$ cat config.mk
export PLATFORM = sky130hd
export DESIGN_NAME = uart_rx_ovs
export DESIGN_NICKNAME = d
export VERILOG_FILES = /design/src/rtl/uart_pkg.sv /design/src/rtl/uart_rx_fifo.sv /design/src/rtl/uart_rx_ovs.sv
export SDC_FILE = /design/constraint.sdc
export NUM_CORES = 1
export LEC_CHECK = 0
export ABC_AREA = 1
export CAP_MARGIN = 5
export CORE_MARGIN = 5
export CORE_UTILIZATION = 35
export DETAILED_ROUTE_END_ITERATION = 10
export GPL_ROUTABILITY_DRIVEN = 0
export PLACE_DENSITY_LB_ADDON = 0.05
export SLEW_MARGIN = 40
export SYNTH_ARGS = -nofsm -noshare
export SYNTH_HDL_FRONTEND = slang
export SYNTH_SLANG_ARGS = --single-unit
$ cat constraint.sdc
create_clock -name clk -period 2.4 [get_ports clk]
set_clock_uncertainty 0.05 [all_clocks]
set_input_delay 0.36 -clock clk [delete_from_list [all_inputs] [get_ports clk]]
set_output_delay 0.36 -clock clk [all_outputs]
set_load 0.05 [all_outputs]
$ cat src/rtl/uart_pkg.sv
// Shared types and helpers for the oversampling UART receiver.
//   parity_mode_t : parity selection (none / even / odd)
//   rx_state_t    : receiver FSM state encoding plus its state constants
//   rx_status_t   : per-word status flags stored alongside the data in the RX FIFO
//   calc_div      : clock cycles per oversample tick
package uart_pkg;

  typedef enum logic [1:0] {
    PARITY_NONE = 2'd0,
    PARITY_EVEN = 2'd1,
    PARITY_ODD  = 2'd2
  } parity_mode_t;

  typedef logic [2:0] rx_state_t;

  localparam rx_state_t RX_IDLE     = 3'd0;
  localparam rx_state_t RX_START    = 3'd1;
  localparam rx_state_t RX_DATA     = 3'd2;
  localparam rx_state_t RX_PARITY   = 3'd3;
  localparam rx_state_t RX_STOP     = 3'd4;
  localparam rx_state_t RX_BRK_WAIT = 3'd5;

  typedef struct packed {
    logic brk;
    logic frame_err;
    logic parity_err;
  } rx_status_t;

  // Integer division: any remainder shows up as a small bit-rate error.
  function automatic int unsigned calc_div(input int unsigned clk_hz,
                                           input int unsigned bit_rate,
                                           input int unsigned ovs);
    return clk_hz / (bit_rate * ovs);
  endfunction

endpackage

$ cat src/rtl/uart_rx_fifo.sv
// Synchronous FIFO with registered storage; the head entry drives rdata directly
// (no fall-through, a pushed word becomes visible the cycle after the push).
//   clk, resetn : clock, synchronous active-low reset (pointers and storage cleared)
//   push, wdata : write request and data; accepted when not full or when popping
//   pop         : remove head entry; ignored when empty
//   rdata       : head entry
//   full, empty : occupancy flags
module uart_rx_fifo #(
  parameter int unsigned WIDTH = 8,
  parameter int unsigned DEPTH = 8
) (
  input  logic             clk,
  input  logic             resetn,
  input  logic             push,
  input  logic [WIDTH-1:0] wdata,
  input  logic             pop,
  output logic [WIDTH-1:0] rdata,
  output logic             full,
  output logic             empty
);

  localparam int unsigned AW = $clog2(DEPTH);

  // One extra pointer bit distinguishes full from empty.
  logic [AW:0]      wr_q, rd_q;
  logic [WIDTH-1:0] mem_q [DEPTH];
  logic             do_push, do_pop;

  always_comb begin
    empty   = (wr_q == rd_q);
    full    = (wr_q[AW] != rd_q[AW]) && (wr_q[AW-1:0] == rd_q[AW-1:0]);
    do_pop  = pop && !empty;
    // When full, a same-cycle pop frees the slot being written.
    do_push = push && (!full || do_pop);
    rdata   = mem_q[rd_q[AW-1:0]];
  end

  always_ff @(posedge clk) begin
    if (!resetn) begin
      wr_q <= '0;
      rd_q <= '0;
      for (int unsigned i = 0; i < DEPTH; i++) begin
        mem_q[i] <= '0;
      end
    end else begin
      if (do_push) begin
        mem_q[wr_q[AW-1:0]] <= wdata;
        wr_q                <= wr_q + 1'b1;
      end
      if (do_pop) begin
        rd_q <= rd_q + 1'b1;
      end
    end
  end

endmodule

$ cat src/rtl/uart_rx_ovs.sv
// Oversampling UART receiver with 3-sample majority voting, parity/framing/break
// status per word and an RX FIFO behind a valid/ready interface.
//   clk, resetn    : clock, synchronous active-low reset
//   uart_rxd       : asynchronous serial input (idle high)
//   uart_rx_en     : receive enable; low aborts any frame in progress
//   rx_data        : head word data
//   rx_parity_err  : head word parity error
//   rx_frame_err   : head word framing error
//   rx_break       : head word is a BREAK
//   rx_valid       : FIFO non-empty
//   rx_ready       : head popped when rx_valid && rx_ready
//   overflow       : sticky, set when a word is dropped on a full FIFO
//   overflow_clr   : clears overflow (a same-cycle set wins)
//   rx_busy        : receiver FSM not idle
module uart_rx_ovs
  import uart_pkg::*;
#(
  parameter int unsigned CLK_HZ       = 50_000_000,
  parameter int unsigned BIT_RATE     = 115200,
  parameter int unsigned OVERSAMPLE   = 16,
  parameter int unsigned PAYLOAD_BITS = 8,
  parameter int unsigned PARITY_MODE  = 0,
  parameter int unsigned STOP_BITS    = 1,
  parameter int unsigned FIFO_DEPTH   = 8
) (
  input  logic                    clk,
  input  logic                    resetn,
  input  logic                    uart_rxd,
  input  logic                    uart_rx_en,
  output logic [PAYLOAD_BITS-1:0] rx_data,
  output logic                    rx_parity_err,
  output logic                    rx_frame_err,
  output logic                    rx_break,
  output logic                    rx_valid,
  input  logic                    rx_ready,
  output logic                    overflow,
  input  logic                    overflow_clr,
  output logic                    rx_busy
);

  localparam int unsigned DIV     = calc_div(CLK_HZ, BIT_RATE, OVERSAMPLE);
  localparam int unsigned DIV_W   = (DIV > 1) ? $clog2(DIV) : 1;
  localparam int unsigned SCNT_W  = $clog2(OVERSAMPLE);
  localparam int unsigned BIT_W   = $clog2(PAYLOAD_BITS);
  localparam int unsigned ENTRY_W = PAYLOAD_BITS + 3;

  localparam bit HAS_PARITY = (PARITY_MODE != int'(PARITY_NONE));
  localparam bit ODD_PARITY = (PARITY_MODE == int'(PARITY_ODD));

  localparam logic [DIV_W-1:0]  DIV_LAST = DIV_W'(DIV - 1);
  localparam logic [SCNT_W-1:0] SMP_A    = SCNT_W'(OVERSAMPLE / 2 - 1);
  localparam logic [SCNT_W-1:0] SMP_B    = SCNT_W'(OVERSAMPLE / 2);
  localparam logic [SCNT_W-1:0] SMP_C    = SCNT_W'(OVERSAMPLE / 2 + 1);
  localparam logic [SCNT_W-1:0] SCNT_END = SCNT_W'(OVERSAMPLE - 1);
  localparam logic [BIT_W-1:0]  BIT_LAST = BIT_W'(PAYLOAD_BITS - 1);
  localparam logic              STOP_LST = 1'(STOP_BITS - 1);

  // Parameter legality, checked at elaboration.
  if (OVERSAMPLE < 8 || (OVERSAMPLE % 2) != 0) begin : g_bad_ovs
    $error("OVERSAMPLE must be even and >= 8");
  end
  if (PAYLOAD_BITS < 5 || PAYLOAD_BITS > 9) begin : g_bad_payload
    $error("PAYLOAD_BITS must be in 5..9");
  end
  if (PARITY_MODE > 2) begin : g_bad_parity
    $error("PARITY_MODE must be 0, 1 or 2");
  end
  if (STOP_BITS < 1 || STOP_BITS > 2) begin : g_bad_stop
    $error("STOP_BITS must be 1 or 2");
  end
  if (FIFO_DEPTH < 2 || (FIFO_DEPTH & (FIFO_DEPTH - 1)) != 0) begin : g_bad_depth
    $error("FIFO_DEPTH must be a power of 2 and >= 2");
  end
  if (DIV < 1) begin : g_bad_div
    $error("CLK_HZ too low for BIT_RATE * OVERSAMPLE");
  end

  // State
  logic [1:0]              sync_q;
  rx_state_t               state_q, state_d;
  logic [DIV_W-1:0]        div_q, div_d;
  logic [SCNT_W-1:0]       scnt_q, scnt_d;
  logic [BIT_W-1:0]        bit_q, bit_d;
  logic                    stop_q, stop_d;
  logic                    smp_a_q, smp_a_d, smp_b_q, smp_b_d;
  logic [PAYLOAD_BITS-1:0] data_q, data_d;
  logic                    pbit_q, pbit_d;
  rx_status_t              st_q, st_d;
  logic                    overflow_q, overflow_d;

  logic                    rxs, tick, decide, bit_end, maj;
  logic                    push;
  rx_status_t              push_st;
  logic [ENTRY_W-1:0]      push_word, head;
  logic                    fifo_full, fifo_empty, pop;

  assign rxs = sync_q[1];

  // Two-flop synchroniser; frozen while the receiver is disabled.
  always_ff @(posedge clk) begin
    if (!resetn) begin
      sync_q <= 2'b11;
    end else if (uart_rx_en) begin
      sync_q <= {sync_q[0], uart_rxd};
    end
  end

  always_comb begin
    tick    = (state_q != RX_IDLE) && (div_q == DIV_LAST);
    decide  = tick && (scnt_q == SMP_C);
    bit_end = tick && (scnt_q == SCNT_END);
    // Third sample is the live synchronised input at the decision tick.
    maj     = (smp_a_q & smp_b_q) | (smp_a_q & rxs) | (smp_b_q & rxs);
  end

  always_comb begin
    state_d   = state_q;
    div_d     = div_q;
    scnt_d    = scnt_q;
    bit_d     = bit_q;
    stop_d    = stop_q;
    smp_a_d   = smp_a_q;
    smp_b_d   = smp_b_q;
    data_d    = data_q;
    pbit_d    = pbit_q;
    st_d      = st_q;
    push      = 1'b0;
    push_st   = st_q;

    // Tick and sample counters only run inside a frame.
    if (state_q == RX_IDLE) begin
      div_d  = '0;
      scnt_d = '0;
    end else begin
      div_d = tick ? '0 : div_q + 1'b1;
      if (tick) begin
        scnt_d = (scnt_q == SCNT_END) ? '0 : scnt_q + 1'b1;
        if (scnt_q == SMP_A) smp_a_d = rxs;
        if (scnt_q == SMP_B) smp_b_d = rxs;
      end
    end

    case (state_q)
      RX_IDLE: begin
        if (!rxs) begin
          state_d = RX_START;
          bit_d   = '0;
          stop_d  = 1'b0;
          pbit_d  = 1'b0;
          st_d    = '0;
        end
      end
      RX_START: begin
        if (decide && maj) begin
          state_d = RX_IDLE;  // false start
        end else if (bit_end) begin
          state_d = RX_DATA;
        end
      end
      RX_DATA: begin
        if (decide) data_d = {maj, data_q[PAYLOAD_BITS-1:1]};
        if (bit_end) begin
          if (bit_q == BIT_LAST) begin
            state_d = HAS_PARITY ? RX_PARITY : RX_STOP;
          end else begin
            bit_d = bit_q + 1'b1;
          end
        end
      end
      RX_PARITY: begin
        if (decide) begin
          pbit_d          = maj;
          st_d.parity_err = ((^data_q) ^ maj) != ODD_PARITY;
        end
        if (bit_end) state_d = RX_STOP;
      end
      RX_STOP: begin
        if (decide) begin
          push_st.frame_err = st_q.frame_err | ~maj;
          // Break: everything after the start bit, up to the first stop bit, was low.
          push_st.brk       = st_q.brk | (!stop_q && (data_q == '0) &&
                                          !(HAS_PARITY && pbit_q) && !maj);
          st_d              = push_st;
          if (stop_q == STOP_LST) begin
            push    = 1'b1;
            // Leave half a bit early so the next start edge is not missed.
            state_d = push_st.brk ? RX_BRK_WAIT : RX_IDLE;
          end
        end else if (bit_end) begin
          stop_d = 1'b1;
        end
      end
      RX_BRK_WAIT: begin
        if (rxs) state_d = RX_IDLE;
      end
      default: state_d = RX_IDLE;
    endcase

    if (!uart_rx_en) begin
      state_d = RX_IDLE;
      push    = 1'b0;
    end
  end

  always_ff @(posedge clk) begin
    if (!resetn) begin
      state_q <= RX_IDLE;
      div_q   <= '0;
      scnt_q  <= '0;
      bit_q   <= '0;
      stop_q  <= 1'b0;
      smp_a_q <= 1'b1;
      smp_b_q <= 1'b1;
      data_q  <= '0;
      pbit_q  <= 1'b0;
      st_q    <= '0;
    end else begin
      state_q <= state_d;
      div_q   <= div_d;
      scnt_q  <= scnt_d;
      bit_q   <= bit_d;
      stop_q  <= stop_d;
      smp_a_q <= smp_a_d;
      smp_b_q <= smp_b_d;
      data_q  <= data_d;
      pbit_q  <= pbit_d;
      st_q    <= st_d;
    end
  end

  assign push_word = {push_st, data_q};
  assign pop       = !fifo_empty && rx_ready;

  uart_rx_fifo #(
    .WIDTH (ENTRY_W),
    .DEPTH (FIFO_DEPTH)
  ) u_fifo (
    .clk    (clk),
    .resetn (resetn),
    .push   (push),
    .wdata  (push_word),
    .pop    (pop),
    .rdata  (head),
    .full   (fifo_full),
    .empty  (fifo_empty)
  );

  // Set wins over clear.
  assign overflow_d = (push && fifo_full && !pop) | (overflow_q & ~overflow_clr);

  always_ff @(posedge clk) begin
    if (!resetn) begin
      overflow_q <= 1'b0;
    end else begin
      overflow_q <= overflow_d;
    end
  end

  assign rx_data       = head[PAYLOAD_BITS-1:0];
  assign rx_parity_err = head[PAYLOAD_BITS];
  assign rx_frame_err  = head[PAYLOAD_BITS+1];
  assign rx_break      = head[PAYLOAD_BITS+2];
  assign rx_valid      = !fifo_empty;
  assign overflow      = overflow_q;
  assign rx_busy       = (state_q != RX_IDLE);

endmodule

==> flow_summary.ini <==
[timing]
max_slew_margin_pct = 58.8
maxSlewViolCount = 0
tns_ps = 0
worstMarginPinSlew_ps = 617
max_freq_ghz = 0.424
period_needed_ps = 2360
hold_violations = 0
min_period_over_period_pct = 98.2
rsz0062_at_grt = true
finalSetupViolations = 0

[global_routing]
grt_use_met2_pct = 29.1
antenna_found_initial = 0
use_met1_pct = 19.9
gr-total-overflow = 0
use_met3_pct = 3.00
grt.busiest_layer = met2
grt_pass1_vias = 4677
grt_pass1_wl_mm = 25.2
grt_start_max_net_pins = 41
grt_usage_pct = 16.5

[cells_and_area]
stdcell_area_sq_um = 7390
area_growth_pct = 21.8
final_cells = 957
final_nets = 738
n_antenna_cell = 0
drive_above_1_share_pct = 15.4

[clock_tree]
cts_root_buf = clkbuf_16
clkSinkCount = 131
cts_tree = yes
clkLatencyLatePin_ps = 410
cts_buffer_depth = 2
numCtsBuffers = 17
h-tree-depth = 4
clkTransAtPathRegs_ps = 60

[logic_synthesis]
yosys_warnings = 0
synth_ff_type = edfxtp_1
netlist_area_sq_um = 6070
synth_cells = 675
synth_area_leader_cell = edfxtp_1
synth_top_cell_area_share_pct = 43.5
syn_area_per_cell_sq_um = 8.99
synthArstFlopShare_pct = 0
synth_area_leaders = edfxtp_1 (44%), dfxtp_1 (14%), nor2_1 (13%)
synth-edff-count = 88
yosysMostFrequentCell = nor2_1
yosys-top-cells-count = nor2_1 (205), edfxtp_1 (88), nand2_1 (72)
ys_types = 30
synth.net_count = 694
synth_seq_cells = 131
yosysSeqAreaShare_pct = 57.7

[floorplanning]
rows = 48
io-pin-count = 20
initial_core_util_pct = 35.3
die_w_microns = 142
fp.coreArea_sq_um = 17200
die_area_sq_um = 20100
dieHeight_microns = 142

[route]
drt-initial-drc-count = 251
vias = 4646
drc = 0
final_antenna_net_count = 0
wl_per_cell_microns = 16.4
dr.pass1.iters = 4
vias_per_cell = 4.85
wl_mm = 15.7

[worst_hold_path]
worstHoldPathType = reg -> reg

[critical_path]
crit_path_top_delay_cell = dfxtp_4
cp_max_fo = 11
worst_setup_path_start_kind = flop
cp_num_buf_inv = 4
crit_arrival_ps = 1950
crit_chain = clkinvlp_4 > buf_6 > buf_16 > o21ai_1 > o22ai_2 > nor2_1 > a31oi_1 > buf_4
criticalPathCategory = reg -> out
required_ps = 1990
cpLargestDelayFamily = buffers and inverters
endpoint_kind = primary output
crit_path_max_incr_delay_ps = 370

[placed_design]
placed_cells = 918
place_area_sq_um = 6640
dp_hpwl_mm = 10.8
portBuffers = 19

[power_and_ir_drop]
p_per_area_nw_per_um2 = 830
p_leak_nw = 2.80
vdd_drop_max_mv = 0.488

[outcome]
status = finished clean

[job]
drv_cap = 0
per-layer routing:
metal | routed length [microns] | vias to the layer above | share of wire (%)
li1 | - | 2357 | -
met1 | 6720 | 2210 | 43
met2 | 8260 | 59 | 53
met3 | 415 | 20 | 2.6
met4 | 288 | 0 | 1.8
met5 | 0 | - | 0
layout by cell type (no fill, tap or decap), types with 2 or more instances in the layout:
cell type / Yosys / final
a211oi_1: 2 / 2
a21oi_1: 21 / 21
a31oi_1: 12 / 11
buf_12: 0 / 3
buf_16: 0 / 3
buf_4: 0 / 35
buf_6: 0 / 3
bufinv_16: 0 / 2
clkbuf_1: 19 / 7
clkbuf_16: 0 / 18
clkdlybuf4s50_1: 0 / 7
clkinv_2: 0 / 6
dfxtp_1: 43 / 42
edfxtp_1: 88 / 88
ha_1: 13 / 13
inv_1: 43 / 42
inv_2: 12 / 12
nand2_1: 72 / 71
nand3_1: 21 / 21
nand4_1: 5 / 5
nand4_2: 4 / 4
nor2_1: 205 / 198
nor2_2: 0 / 7
nor2_4: 3 / 3
nor3_1: 6 / 6
o21ai_0: 67 / 51
o21ai_1: 0 / 14
o21ai_2: 0 / 2
o22ai_1: 11 / 7
o22ai_2: 0 / 4
xnor2_1: 6 / 6
xor2_1: 4 / 4
where the power goes:
| group | internal, mW | total [mW] | leakage (nW) | switching, mW |
|---|---|---|---|---|
| Combinational | 0.377 | 1.10 | 1.34 | 0.727 |
| Sequential | 2.53 | 2.60 | 1.19 | 0.0717 |
| Clock | 1.52 | 2.43 | 0.269 | 0.917 |
stage by stage:
step / util, % / power, mW / hold slack, ps / worst slack, ps
finish: 43.0 / 6.14 / 418 / 42.0
CTS: 42.5 / 6.16 / 420 / -53.8
global placement: 38.6 / 3.65 / 390 / 140
detailed placement: 38.6 / 3.66 / 407 / 109
global route: 43.0 / 6.41 / 458 / -67.9
floorplan: - / 3.33 / 379 / 60.7
worst register-to-register path: cells and delay by family, from the launching register on:
family / cells / cell delay, ps
simple gates: 7 / 910
buf+inv: 3 / 390
flops: 1 / 330
fa+ha+maj: 1 / 170
cell type report:
type                    count  area (sq um)
fillers                  1699          9780
flip-flops and latches    131          3510
multi-input cells         461          2300
repair buffers             53           549
clock buffers              24           452
well taps                 225           282
inverters                  55           210
clock inverters             8          90.1
logic make-up after synthesis:
kind of cell	synth area share, %
and+or+nand+nor	22.8
DFF	57.7
AOI/OAI and AO/OA	10.0
buffers and inverters	5.32
adders and majority gates	2.68
xor gates and xnor gates	1.44
what timing repair did:
action	in CTS	in global routing
buffers inserted	1	2
pin swaps	4	5
endpoints found under the setup margin	2	20
cloned	3	1
hold buffers	0	0
gates resized for setup	8	33
final timing paths:
kind	from	end	slack, ps	depth (start not counted)
hold reg to reg	sync_q[0]$_SDFFE_PN1P_	sync_q[1]$_SDFFE_PN1P_	420	2
hold / removal	sync_q[0]$_SDFFE_PN1P_	sync_q[1]$_SDFFE_PN1P_	420	2
setup / recovery	flop	rx_break	40	8
setup reg to reg	div_q[0]$_SDFF_PP0_	u_fifo.mem_q[2][1]$_SDFFCE_PN0P_	240	11
state kept, by name (all words and copies together) (netlist names), 2 cells and up, named ones only:
name          cells
div_q             5
scnt_q            4
bit_q             3
sync_q            2
u_fifo.wr_q       4
u_fifo.rd_q       4
state_q           3
st_q              2
data_q            8
u_fifo.mem_q     88
Note: power is estimated with default switching activity, not from simulation.
